[src/rtl/file_stream_writer_if.sv]
`default_nettype none
// ----------------------------------------------------------------------------
//  Module   : file_stream_writer_if
//  Purpose  : Word-in / byte-out bus bundle for file_stream_writer.
//  Revision : 1.0  initial release
// ----------------------------------------------------------------------------
interface file_stream_writer_if #(
   parameter int DATA_W = 16,
   parameter int ADDR_W = 16,
   parameter int CNT_W  = 16
);
   logic              start;
   logic              abort;
   logic [ADDR_W-1:0] ramBase;
   logic [CNT_W-1:0]  word_count;
   logic              msb_first;
   logic [DATA_W-1:0] captured_data;
   logic              in_valid;
   logic              in_ready;
   logic              ram_busy;
   logic              write;
   logic [ADDR_W-1:0] ramAddress;
   logic [7:0]        ramData;
   logic              busy;
   logic              done;

   modport slave (
      input  start, abort, ramBase, word_count, msb_first,
             captured_data, in_valid, ram_busy,
      output in_ready, write, ramAddress, ramData, busy, done
   );

   modport master (
      output start, abort, ramBase, word_count, msb_first,
             captured_data, in_valid, ram_busy,
      input  in_ready, write, ramAddress, ramData, busy, done
   );
endinterface
`default_nettype wire

[src/rtl/file_stream_writer.sv]
`default_nettype none
// ----------------------------------------------------------------------------
//  Module   : file_stream_writer
//  Purpose  : Splits a burst of DATA_W-bit words into bytes written to RAM.
//  Revision : 1.0  initial release
// ----------------------------------------------------------------------------
module file_stream_writer #(
   parameter int DATA_W = 16,
   parameter int ADDR_W = 16,
   parameter int CNT_W  = 16
) (
   input  wire logic          clk,
   input  wire logic          RST,
   file_stream_writer_if.slave bus
);
   localparam int c_BYTES = DATA_W / 8;
   localparam int c_IDX_W = (c_BYTES > 1) ? $clog2(c_BYTES) : 1;

   typedef enum logic [1:0] {
      IDLE      = 2'd0,
      WAIT_WORD = 2'd1,
      SEND      = 2'd2,
      DONE      = 2'd3
   } state_t;

   state_t             r_state;
   logic [ADDR_W-1:0]  r_addr;
   logic [CNT_W-1:0]   r_words_left;
   logic [c_IDX_W-1:0] r_byte_idx;
   logic [DATA_W-1:0]  r_shift;
   logic               r_msb;

   logic [DATA_W-1:0]  w_shift_next;
   logic               w_last_byte;

   assign w_shift_next = r_msb ? (r_shift << 8) : (r_shift >> 8);
   assign w_last_byte  = (r_byte_idx == c_IDX_W'(c_BYTES - 1));

   // Outputs decode straight from state so an async reset clears them at once.
   assign bus.in_ready   = (r_state == WAIT_WORD);
   assign bus.write      = (r_state == SEND);
   assign bus.busy       = (r_state != IDLE);
   assign bus.done       = (r_state == DONE);
   assign bus.ramAddress = r_addr;
   assign bus.ramData    = r_msb ? r_shift[DATA_W-1 -: 8] : r_shift[7:0];

   always_ff @(posedge clk or posedge RST) begin
      if (RST) begin
         r_state      <= IDLE;
         r_addr       <= '0;
         r_words_left <= '0;
         r_byte_idx   <= '0;
         r_shift      <= '0;
         r_msb        <= 1'b0;
      end else begin
         case (r_state)
            IDLE: begin
               if (bus.start) begin
                  r_addr       <= bus.ramBase;
                  r_words_left <= bus.word_count;
                  r_msb        <= bus.msb_first;
                  r_state      <= (bus.word_count == '0) ? DONE : WAIT_WORD;
               end
            end
            WAIT_WORD: begin
               if (bus.abort) begin
                  r_state <= IDLE;
               end else if (bus.in_valid) begin
                  r_shift    <= bus.captured_data;
                  r_byte_idx <= '0;
                  r_state    <= SEND;
               end
            end
            SEND: begin
               if (bus.abort) begin
                  r_state <= IDLE;
               end else if (!bus.ram_busy) begin
                  r_shift    <= w_shift_next;
                  r_addr     <= r_addr + ADDR_W'(1);
                  r_byte_idx <= r_byte_idx + c_IDX_W'(1);
                  if (w_last_byte) begin
                     r_words_left <= r_words_left - CNT_W'(1);
                     r_state      <= (r_words_left == CNT_W'(1)) ? DONE : WAIT_WORD;
                  end
               end
            end
            default: begin
               r_state <= IDLE;
            end
         endcase
      end
   end
endmodule
`default_nettype wire
[src/flat_wrapper.sv]
// flat-port wrapper written by rule: the top's interface ports become plain ports
module file_stream_writer_flat 
#(
   parameter int DATA_W = 16,
   parameter int ADDR_W = 16,
   parameter int CNT_W  = 16
)
  (clk, RST, bus_start, bus_abort, bus_ramBase, bus_word_count, bus_msb_first, bus_captured_data, bus_in_valid, bus_ram_busy, bus_in_ready, bus_write, bus_ramAddress, bus_ramData, bus_busy, bus_done);
  file_stream_writer_if #(.DATA_W(DATA_W), .ADDR_W(ADDR_W), .CNT_W(CNT_W)) bus_i ();
  input  wire logic clk;
  input  wire logic RST;
  input wire logic [$bits(bus_i.start)-1:0] bus_start;
  input wire logic [$bits(bus_i.abort)-1:0] bus_abort;
  input wire logic [$bits(bus_i.ramBase)-1:0] bus_ramBase;
  input wire logic [$bits(bus_i.word_count)-1:0] bus_word_count;
  input wire logic [$bits(bus_i.msb_first)-1:0] bus_msb_first;
  input wire logic [$bits(bus_i.captured_data)-1:0] bus_captured_data;
  input wire logic [$bits(bus_i.in_valid)-1:0] bus_in_valid;
  input wire logic [$bits(bus_i.ram_busy)-1:0] bus_ram_busy;
  output wire logic [$bits(bus_i.in_ready)-1:0] bus_in_ready;
  output wire logic [$bits(bus_i.write)-1:0] bus_write;
  output wire logic [$bits(bus_i.ramAddress)-1:0] bus_ramAddress;
  output wire logic [$bits(bus_i.ramData)-1:0] bus_ramData;
  output wire logic [$bits(bus_i.busy)-1:0] bus_busy;
  output wire logic [$bits(bus_i.done)-1:0] bus_done;
  assign bus_i.start = bus_start;
  assign bus_i.abort = bus_abort;
  assign bus_i.ramBase = bus_ramBase;
  assign bus_i.word_count = bus_word_count;
  assign bus_i.msb_first = bus_msb_first;
  assign bus_i.captured_data = bus_captured_data;
  assign bus_i.in_valid = bus_in_valid;
  assign bus_i.ram_busy = bus_ram_busy;
  assign bus_in_ready = bus_i.in_ready;
  assign bus_write = bus_i.write;
  assign bus_ramAddress = bus_i.ramAddress;
  assign bus_ramData = bus_i.ramData;
  assign bus_busy = bus_i.busy;
  assign bus_done = bus_i.done;
  file_stream_writer #(.DATA_W(DATA_W), .ADDR_W(ADDR_W), .CNT_W(CNT_W)) u_core (.clk(clk), .RST(RST), .bus(bus_i));
endmodule
[config.mk]
export PLATFORM = sky130hd
export DESIGN_NAME = file_stream_writer_flat
export DESIGN_NICKNAME = d
export VERILOG_FILES = /design/src/rtl/file_stream_writer_if.sv /design/src/rtl/file_stream_writer.sv /design/src/flat_wrapper.sv
export SDC_FILE = /design/constraint.sdc
export NUM_CORES = 1
export LEC_CHECK = 0
export CAP_MARGIN = 15
export CORE_MARGIN = 3
export CORE_UTILIZATION = 65
export CTS_CLUSTER_SIZE = 14
export DETAILED_ROUTE_END_ITERATION = 10
export DONT_BUFFER_PORTS = 1
export PLACE_DENSITY = 0.91
export SYNTH_ARGS = -nofsm -noshare
export SYNTH_HDL_FRONTEND = slang
export SYNTH_SLANG_ARGS = --single-unit
[constraint.sdc]
create_clock -name clk -period 4.1 [get_ports clk]
set_input_delay 0.82 -clock clk [delete_from_list [all_inputs] [get_ports clk]]
set_output_delay 0.82 -clock clk [all_outputs]
set_load 0.05 [all_outputs]
Word-level counts from Yosys, hierarchy flattened. Index checks and enable logic that the tools add are counted.

Output and inout port bits: 28. Memories kept: 0. Word-level logic and storage cells: 62. Latch bits: 0. ROM bits: 0. Bits in writable memories: 0. Bits in registers: 52. Bits of input ports: 55.

Order comparisons: 0. Reductions and logical operators: 10. Shifts and indexed selects: 0. $add $sub $neg: 3. $mul: 0. Multiplexer cells: 30. Divide/modulo/power cells: 0. Eq/ne operators: 13. Bitwise operators: 0.

Operators with widths (count): two-way mux 16 bit (12); one-hot mux 16 bit (2 select lines) (3); adder 16 x 1 -> 16 bit, second input constant (1); equality test 16 x 1 -> 1 bit, second input constant (1); logical NOT 16 bit (1); two-way mux 2 bit (8); subtractor 16 x 1 -> 16 bit, second input constant (1); != test 2 bit, second input constant (5); AND reduction 5 bit (2); two-way mux 8 bit (1); AND reduction 4 bit (2); != test 3 bit, second input constant (2); one-hot mux 2 bit (3 select lines) (1); nonzero test 2 bit (3); equality test 2 bit, second input constant (2); two-way mux 1 bit (4); != test 3 x 2 -> 1 bit, second input constant (1); equality test 2 x 1 -> 1 bit, second input constant (1); logical NOT 2 bit (1); != test 2 x 1 -> 1 bit, second input constant (1); one-hot mux 1 bit (2 select lines) (1); AND reduction 2 bit (1); adder 1 bit, second input constant (1).

Depth between registers and ports, before layout. Gate-level depths: netlist of the first run.

Word-level depth: 6. Mapped depth: 9. Depth with buffers taken out: 7.

Worst setup path after synthesis of the first run. OpenSTA, ideal clock, no wires.

Kind: reg2reg. Start: register u_core.r_state[0]. End: register u_core.r_addr[5], in the netlist u_core.bus.ramAddress[5]. Slack: 1.875 ns. Library setup time: 0.137 ns. Arrival: 2.088 ns. Clock period less this slack: 2.225 ns. Data required time: 3.963 ns. Stages on the path, launching flop included: 9. Path buffers: 3. Cells stage by stage: dfrtp_1 > inv_1 > ha_1 > clkbuf_1 > clkbuf_1 > clkbuf_1 > o21ai_0 > a21oi_1 > a21oi_1.

Word-level cells in the longest chain between the ends: 3. Elaborated cells on any way between the ends: 8. Those cells by class: eq/ne (4); mux (1); reduce/logical (3).

RTL lines: start: declaration (line file_stream_writer.sv:26) `state_t r_state;`; start signal: assignment (line file_stream_writer.sv:62) `r_state <= (bus.word_count == '0) ? DONE : WAIT_WORD;`; start signal: assignment (line file_stream_writer.sv:83) `r_state <= (r_words_left == CNT_W'(1)) ? DONE : WAIT_WORD;`; equality test 2 bit *; net bus_write (line flat_wrapper.sv:21) `output wire logic [$bits(bus_i.write)-1:0] bus_write;`; != test 2 bit (no line) / nonzero test 2 bit (equally long branches); AND reduction 4 bit (no line); end signal: assignment (line file_stream_writer.sv:59) `r_addr <= bus.ramBase;`; end signal: assignment (line file_stream_writer.sv:79) `r_addr <= r_addr + ADDR_W'(1);`; end: declaration (line file_stream_writer.sv:27) `logic [ADDR_W-1:0] r_addr;`.

Mark *: on every way through the listed nets, which the timed path passes. The rest lies on a longest branch. A chain may end at the register's enable or synchronous reset.

Worst setup path after layout of the first run.
Start: register u_core.r_msb. End: output port bus_ramData[5].

Word-level cells in the longest chain between the ends: 1.

RTL lines: start: declaration (line file_stream_writer.sv:31) `logic r_msb;`; start signal: assignment (line file_stream_writer.sv:61) `r_msb <= bus.msb_first;`; two-way mux 8 bit (line file_stream_writer.sv:45) `assign bus.ramData = r_msb ? r_shift[DATA_W-1 -: 8] : r_shift[7:0];`; end: declaration (line flat_wrapper.sv:23) `output wire logic [$bits(bus_i.ramData)-1:0] bus_ramData;`.

No other way between the ends.

==> results by group, run 1 <==
Outcome
  • Status: finished, final reports clean

Setup path
  • Slowest stage cell, crit path: dfrtp_1
  • CP required: 3280 ps
  • Crit path capture type: output pin
  • Critical Path Max Stage Delay: 840 ps
  • Flop2flop setup slack: roughly 1600 ps
  • Worst Setup Path Type: flop to output pin
  • CP Cell Sequence: mux2_2
  • CP delay by family, top: flip-flops
  • Buffers & Inverters on Critical Path: 0
  • Critical Path AT: 1690 ps
  • CP startpoint kind: flop
  • CP max FO: 25

Finish
  • ANT cells: 0
  • Design area: 0.00332 mm^2
  • Fillers: 341
  • Layout area overhead: 4.37%
  • Share of post-route cells with drive strength above 1: 8.12%
  • # nets final: 443
  • Most frequent cells in the layout: nand2_1 (60), a21oi_1 (59), dfrtp_1 (52)
  • Most common cell after layout, fill and taps aside: nand2_1

Power and ir drop
  • Pwr Density: around 960 mW/mm^2
  • Leak Pwr: 1.30 nW
  • Worst vdd ir: 563 uV

Clock network
  • Post-CTS Hold Fix Bufs: 0
  • Clk slew on worst S/H paths: 90 ps
  • Inserted Clock Buffers: 5
  • Post-CTS Resized: 0
  • CTS Sinks: 52
  • H-Tree Depth: 2
  • Clk buf depth: 2
  • Clk_lat worst skew: 300 ps
  • Postcts setup bufs: 0
  • TritonCTS clock tree: built
  • Clock Tree Root: clkbuf_8

STA
  • Clk_skew: 5.68 ps
  • Relative slew slack: around half
  • RSZ-0062 raised after global routing: no
  • Fin. max-slew vios: 0
  • Tightest Pin Transition: 763 ps
  • Final setup viols: 0
  • Final worst path period share: between 60 and 70%
  • Fmax: between 300 and 400 MHz
  • Final hold vios: 0
  • Setup TNS: 0 ps
  • Post-route minimum period: between 2000 and 3000 ps

Floorplanning
  • Die Area: 0.00577 mm^2
  • Rows: 24
  • Die width: approximately 76 um
  • Boundary pin count: 83
  • Initial Util: 70.1%
  • Core area: 0.00453 mm^2
  • Die height: 76.0 um

Synthesis
  • Gate Count Post-Synth: 394
  • Top_reg_cell synth: dfrtp_1
  • Syn_area_per_cell: about 8.1 um^2
  • EDFF count, synth: 0
  • Register area share after synthesis: 40.9%
  • Mapped cell area: roughly 0.0032 mm^2
  • Post-Syn Nets: about 460
  • Synth Warn #: 0
  • FF+latch count, synth: 52
  • Post-synth ARST share: 100%
  • Synth unique cells: 38

Placed design
  • PortBufs: 0
  • GP Congestion: 0.829
  • Detail Placement HPWL: about 5.2 mm
  • Cell area after placement: roughly 0.0032 mm^2

Worst hold path
  • Worst Hold Class: primary input to asynchronous set/reset pin

Drt
  • DR vias: just under 3000
  • Wire length per cell: about 17 um
  • TritonRoute pass-1 iters: 5
  • Post-route DRC: 0
  • Final WL: 7.54 mm
  • Via/cell ratio: 6.56
  • Initial DRC Count: 285
  • Post-route ant nets: 0

Global routing
  • Gr usage total: 26.2%
  • Global-route wire length before repair: 12.6 mm
  • Vias in the first global route: between 2000 and 3000
  • Pin count of the biggest net entering global routing: 64
  • Grt total ovfl: 0
  • Initial antenna violation count: 0

Job
  • Count of maximum capacitance violations: 0
cell usage after synthesis (7+ instances only):
master     count  share of area (%)
nand2_1       60                7.1
a21oi_1       59                9.3
dfrtp_1       52                 41
o21ai_0       39                6.1
nor2_1        23                2.7
clkbuf_1      22                2.6
o22ai_1       14                2.8
nand3_1       13                2.0
and3_1        11                2.2
inv_1         11                1.3
mux2_2        10                3.5
a2bb2oi_1      9                2.5
nor3_1         8                1.3
ha_1           7                2.8
report_power, final:
group	switching, mW	internal, mW
Combinational	1.01	0.527
Clock	0.167	0.135
Sequential	0.592	0.770
routing by layer:
| layer | routed length (um) | share of wire [%] | GRT usage (%) | vias to the layer above |
|---|---|---|---|---|
| met4 | 144 | 1.9 | 7.43 | 0 |
| met5 | 0 | 0 | 0 | - |
| li1 | - | - | - | 1388 |
| met1 | 3210 | 42 | 34.4 | 1391 |
| met3 | 683 | 9.1 | 7.46 | 20 |
| met2 | 3510 | 47 | 42.5 | 132 |
registers in the layout (all words and copies together) (netlist names):
signal and cells:
u_core.bus.ramAddress 16, u_core.r_msb 1, u_core.r_shift 16, u_core.r_state 2, u_core.r_byte_idx 1, u_core.r_words_left 16
area by class of cell:
type                       instances  area, um^2  area share, %
clock buffer                       6        82.6           2.49
clock inverter                     2        10.0          0.302
inverter                          11        41.3           1.24
multi-input combinational        306        1750           52.8
sequential                        52        1300           39.2
tap                               65        81.3           2.45
timing repair buffer               5        50.0           1.51
cell families (layout without fill, tap and decap cells):
logic type,count (synthesis),in the layout,share of synthesized area (%)
AOI/OAI and AO/OA,133,133,23.6
adders and majority gates,7,7,2.75
buffers and inverters,36,24,4.37
DFF,52,52,40.9
muxes,16,16,5.43
and+or+nand+nor,150,150,23.0
through the flow:
| step | total power [mW] | hold WS (ps) | setup slack (ps) | std cells | util, % |
|---|---|---|---|---|---|
| after floorplan | 2.60 | 458 | 1880 | 394 | - |
| after global placement | 2.81 | 476 | 1730 | 438 | 70.7 |
| after detailed placement | 2.88 | 493 | 1670 | 438 | 70.7 |
| after CTS | 3.18 | 511 | 1590 | 446 | 72.8 |
| after global routing | 3.45 | 276 | 1480 | 447 | 73.2 |
| final | 3.20 | 288 | 1590 | 447 | 73.2 |
worst paths after layout:
path                                   startpoint                       end  cells after the start
min in group clk                u_core.r_shift[0]         u_core.r_shift[0]                      2
worst max register to register  u_core.r_state[0]   u_core.r_words_left[13]                      7
worst min-delay path                          RST  u_core.bus.ramAddress[5]                      1
worst min register to register  u_core.r_shift[0]         u_core.r_shift[0]                      2
max in group asynchronous                     RST  u_core.bus.ramAddress[6]                      2
worst max-delay path                 u_core.r_msb            bus_ramData[5]                      1
No activity file was read; power rests on OpenSTA's default activity.
==> run 2: changes to the inputs <==
CORE_UTILIZATION = 64   (was 65)
PLACE_DENSITY = 0.9   (was 0.91)
clock period = 2.6 ns   (was 4.1 ns; I/O delays follow)
==> results by group, run 2 (synthesis gave the netlist of run 1 again) <==
Setup path
  • CP startpoint kind: flop
  • CP Cell Sequence: mux2_2
  • Flop2flop setup slack: 480 ps (-1140 ps)
  • CP required: 2080 ps (-1200 ps)
  • Slowest stage cell, crit path: dfrtp_1
  • CP delay by family, top: flip-flops
  • Critical Path Max Stage Delay: 830 ps (about the same)
  • Worst Setup Path Type: flop to output pin
  • Buffers & Inverters on Critical Path: 0 (unchanged)
  • Crit path capture type: output pin
  • CP max FO: 25 (unchanged)
  • Critical Path AT: 1680 ps (about the same)

STA
  • Fmax: roughly 450 MHz
  • Fin Hold WS: 199 ps (-88.9 ps)
  • Clk_skew: 4.10 ps (-1.58 ps)
  • Fin. max-slew vios: 0 (unchanged)
  • Final worst path period share: between 80% and 90%
  • Post-route minimum period: 2200 ps
  • Final setup viols: 0 (unchanged)
  • Setup TNS: 0 ps (unchanged)
  • RSZ-0062 raised after global routing: no
  • Tightest Pin Transition: 744 ps (-18.7 ps)
  • Final hold vios: 0 (unchanged)
  • Relative slew slack: 50.4% (+1.2 points)

Drt
  • Post-route ant nets: 0 (unchanged)
  • DR vias: 2906 (-0.85%)
  • Initial DRC Count: 284 (-0.35%)
  • TritonRoute pass-1 iters: 5 (unchanged)
  • Via/cell ratio: 6.26 (-4.5%)
  • Wire length per cell: 16.4 um (-3.0%)
  • Final WL: 7.59 mm (+0.66%)
  • Post-route DRC: 0 (unchanged)

Floorplanning
  • Die width: 76.5 um (+0.72%)
  • Initial Util: 66.9% (-3.2 points)
  • Die Area: 0.00585 mm^2 (+1.4%)
  • Rows: 25 (+4.2%)
  • Die height: 76.5 um (+0.72%)
  • Boundary pin count: 83 (unchanged)
  • Core area: 0.00475 mm^2 (+4.9%)

Placed design
  • PortBufs: 0 (unchanged)
  • Detail Placement HPWL: 5.49 mm (+5.1%)
  • GP Congestion: 0.857 (+3.3%)

Finish
  • ANT cells: 0 (unchanged)
  • Share of post-route cells with drive strength above 1: 11.6% (+3.5 points)
  • Most frequent cells in the layout: nand2_1 (60), a21oi_1 (59), dfrtp_1 (52)
  • Util after Layout: 71.9% (-1.3 points)
  • # nets final: 459 (+3.6%)
  • Layout area overhead: 7.47%
  • Most common cell after layout, fill and taps aside: nand2_1

Power and ir drop
  • Pint: 2.36 mW (+65%)
  • Clock share of power: 8.7% (-0.7 points)
  • Part of the power in registers: 33.9% (-8.7 points)
  • Combinational power share: 57.5% (+9.5 points)
  • Switching Share: 54.3% (-0.87 points)
  • Switching power: 2.81 mW (+59%)
  • Leak Pwr: 1.36 nW (+4.7%)
  • Pwr Density: 1510 mW/mm^2 (+57%)
  • Worst vdd ir: 911 uV (+62%)

Clock network
  • Inserted Clock Buffers: 5 (unchanged)
  • Clk buf depth: 2 (unchanged)
  • Clock Tree Root: clkbuf_8
  • CTS Sinks: 52 (unchanged)
  • TritonCTS clock tree: built
  • H-Tree Depth: 2 (unchanged)
  • Post-CTS Hold Fix Bufs: 0 (unchanged)
  • Clk_lat worst skew: 310 ps (about the same)
  • Postcts setup bufs: 0 (unchanged)
  • Post-CTS Resized: 0 (unchanged)
  • Clk slew on worst S/H paths: 90 ps (about the same)

Global routing
  • Vias in the first global route: 2806 (+5.3%)
  • Gr usage total: 26.5% (+0.36 points)
  • Initial antenna violation count: 0 (unchanged)
  • Global-route wire length before repair: 12.8 mm (+1.4%)
  • Pin count of the biggest net entering global routing: 40 (-38%)
  • Grt total ovfl: 0 (unchanged)

Worst hold path
  • Worst Hold Class: primary input to asynchronous set/reset pin

Job
  • Count of maximum capacitance violations: 0 (unchanged)

Outcome
  • Status: finished, final reports clean
-- run 2: cell count changes in the layout (fill, tap and decap cells not counted), sizes merged --
| cell | previous run | this run |
|---|---|---|
| clkinv | 2 | 1 |
| clkinvlp | 0 | 1 |
| clkbuf | 6 | 5 |
| buf | 5 | 21 |
-- run 2: cell type report --
class / count / area (um^2)
flip-flops and latches: 52 / 1300
well taps: 67 / 83.8
inverters: 11 / 41.3
fillers: 369 / 1340
multi-input cells: 306 / 1750
clock inverters: 2 / 12.5
repair buffers: 21 / 158
clock buffers: 5 / 68.8
-- run 2: through the flow --
stage	instance area [um^2]	power [mW]	cells	setup WS, ps
3_5_place_dp	3340	4.73	457	486
3_3_place_gp	3340	4.60	457	600
2_1_floorplan	3180	4.09	394	375
5_1_grt	3420	5.57	464	308
4_1_cts	3420	5.19	464	384
6_report	3420	5.17	464	395
-- run 2: metal layers --
metal  routed length, um  global-route usage (%)
met3                 571                    7.80
met1                3240                    34.7
met5                   0                       0
met2                3690                    41.9
met4                  91                    9.60
-- run 2: power by group through the flow --
stage | registers [mW] | clock network (mW) | logic, mW
global route | 1.81 | 0.495 | 3.27
CTS | 1.75 | 0.465 | 2.97
floorplan | 1.98 | 0 | 2.11
finish | 1.75 | 0.448 | 2.97
global placement | 1.73 | 0 | 2.87
detailed placement | 1.76 | 0 | 2.97
-- run 2: final timing paths --
kind	start	endpoint	cells past startpoint
max	u_core.r_msb	bus_ramData[0]	1
min	RST	u_core.r_shift[3]	1
max reg2reg	u_core.r_words_left[0]	u_core.r_words_left[14]	6
min reg2reg	u_core.bus.ramAddress[1]	u_core.bus.ramAddress[1]	2
max in group asynchronous	RST	u_core.bus.ramAddress[14]	2
min in group clk	bus_msb_first	u_core.r_msb	1
==> run 3: changes to the inputs <==
CORE_UTILIZATION = 57   (was 64)
PLACE_DENSITY = 0.85   (was 0.9)
clock period = 1.8 ns   (was 2.6 ns; I/O delays follow)
==> results by group, run 3 (synthesis gave the netlist of run 1 again) <==
Finish
  • ANT cells: 0 (unchanged)
  • Share of post-route cells with drive strength above 1: 26.3% (+15 points)
  • Layout area overhead: 22.3%
  • Most common cell after layout, fill and taps aside: nand2_1
  • Most frequent cells in the layout: nand2_1 (60), buf_4 (56), a21oi_1 (55)
  • # nets final: 499 (+8.7%)

Floorplanning
  • Die height: 80.7 um (+5.5%)
  • Die width: 80.7 um (+5.5%)
  • Boundary pin count: 83 (unchanged)
  • Core area: 0.00524 mm^2 (+10%)
  • Rows: 26 (+4.0%)
  • Die Area: 0.00651 mm^2 (+11%)
  • Initial Util: 60.7% (-6.2 points)

Setup path
  • Buffers & Inverters on Critical Path: 1 (+1)
  • Worst Setup Path Type: flop to flop
  • CP delay by family, top: simple AND/OR/NAND/NOR gates
  • CP max FO: 4 (-84%)
  • Slowest stage cell, crit path: or4b_4
  • CP startpoint kind: flop
  • CP Cell Sequence: inv_2 -> ha_4 -> or4b_4 -> or3_4 -> o22ai_1 -> a2bb2oi_2
  • Critical Path AT: 2020 ps (+340 ps)
  • CP required: 1990 ps (-90 ps)
  • Critical Path Max Stage Delay: 500 ps (-330 ps)
  • Crit path capture type: flop

Global routing
  • Global-route wire length before repair: 13.7 mm (+7.0%)
  • Vias in the first global route: 2926 (+4.3%)
  • Gr usage total: 26.4% (-0.14 points)
  • Grt total ovfl: 0 (unchanged)
  • Pin count of the biggest net entering global routing: 51 (+28%)
  • Initial antenna violation count: 0 (unchanged)

Clock network
  • Clk buf depth: 2 (unchanged)
  • CTS Sinks: 52 (unchanged)
  • Clk_lat worst skew: 300 ps (about the same)
  • Clk slew on worst S/H paths: 100 ps (about the same)
  • Inserted Clock Buffers: 5 (unchanged)
  • Clock Tree Root: clkbuf_8
  • TritonCTS clock tree: built
  • H-Tree Depth: 2 (unchanged)

STA
  • Fin Hold WS: 201 ps (+1.81 ps)
  • Post-route minimum period: 1830 ps
  • Tightest Pin Transition: 511 ps (-233 ps)
  • Fin. max-slew vios: 0 (unchanged)
  • RSZ-0062 raised after global routing: yes
  • Clk_skew: 5.46 ps (+1.36 ps)
  • Fmax: 548 MHz
  • Final setup viols: 2 (+2)
  • Worst setup margin: -26.3 ps (-422 ps)
  • Relative slew slack: 65.6% (+15 points)
  • Final hold vios: 0 (unchanged)
  • Final worst path period share: 101%

Drt
  • Initial DRC Count: 324 (+14%)
  • DR vias: 3157 (+8.6%)
  • Post-route ant nets: 0 (unchanged)
  • Wire length per cell: 17.7 um (+8.3%)
  • TritonRoute pass-1 iters: 5 (unchanged)
  • Via/cell ratio: 6.21 (-0.77%)
  • Post-route DRC: 0 (unchanged)
  • Final WL: 9.00 mm (+19%)

Power and ir drop
  • Pwr Density: 2190 mW/mm^2 (+45%)
  • Leak Pwr: 1.58 nW (+16%)
  • Worst vdd ir: 1530 uV (+68%)
  • Total power: 8.51 mW (+64%)

Placed design
  • GP Congestion: 0.863 (+0.71%)
  • PortBufs: 0 (unchanged)
  • Detail Placement HPWL: 6.03 mm (+9.7%)

Outcome
  • Failing checks: negative setup slack
  • Status: complete, but fails checks

Job
  • Count of maximum capacitance violations: 0 (unchanged)

Worst hold path
  • Worst Hold Class: primary input to flop
-- run 3: changes by cell type in the layout (fill, tap and decap cells not counted), sizes merged --
cell,delta
buf,+39
clkbuf,+1
clkinv,+1
clkinvlp,-1
dlygate4sd3,+1
-- run 3: timing repair --
item,4_1_cts,5_1_grt
resized for setup,9,20
pin swaps,0,6
endpoints found under the hold margin,19,0
setup endpoints to repair,14,46
hold buffers,1,0
setup buffers,3,9
-- run 3: metal layers --
layer | share of wire, % | global-route usage, % | wire length, um | vias to the layer above
met4 | 2.1 | 6.59 | 192 | 0
met2 | 49 | 43.6 | 4380 | 144
met5 | 0 | 0 | 0 | -
li1 | - | - | - | 1496
met3 | 8.6 | 7.51 | 773 | 27
met1 | 41 | 34.2 | 3660 | 1490
-- run 3: power by group --
group / switching (mW) / total (mW) / internal (mW)
logic: 3.50 / 5.49 / 2.00
clock network: 0.392 / 0.700 / 0.308
registers: 0.521 / 2.31 / 1.79
-- run 3: worst paths after layout --
path	from	slack, ps	depth (start not counted)	end
worst max-delay path	u_core.r_words_left[0]	-30	6	u_core.r_words_left[12]
worst min-delay path	bus_msb_first	200	1	u_core.r_msb
worst max register to register	u_core.r_words_left[0]	-30	6	u_core.r_words_left[12]
worst min register to register	u_core.r_shift[6]	510	2	u_core.r_shift[6]
max in group asynchronous	RST	740	3	u_core.r_msb
min in group asynchronous	RST	530	2	u_core.r_shift[7]
-- run 3: metrics by stage --
stage / cells / worst slack (ps) / TNS [ps] / area, um^2 / utilization, %
floorplan: 394 / -15.9 / -31.8 / 3230 / -
global placement: 487 / 20.7 / 0 / 3580 / 68.4
detailed placement: 487 / -65.9 / -130 / 3580 / 68.4
CTS: 499 / 0.842 / 0 / 3740 / 71.4
global route: 508 / -68.6 / -315 / 3890 / 74.2
finish: 508 / -26.3 / -44.4 / 3890 / 74.2
-- run 3: layout make-up --
type / count / area [um^2]
Multi-Input combinational cell: 306 / 1860
Fill cell: 371 / 1350
Sequential cell: 52 / 1310
Timing Repair Buffer: 61 / 493
Tap cell: 70 / 87.6
Clock buffer: 6 / 82.6
Inverter: 11 / 41.3
Clock inverter: 2 / 10.0
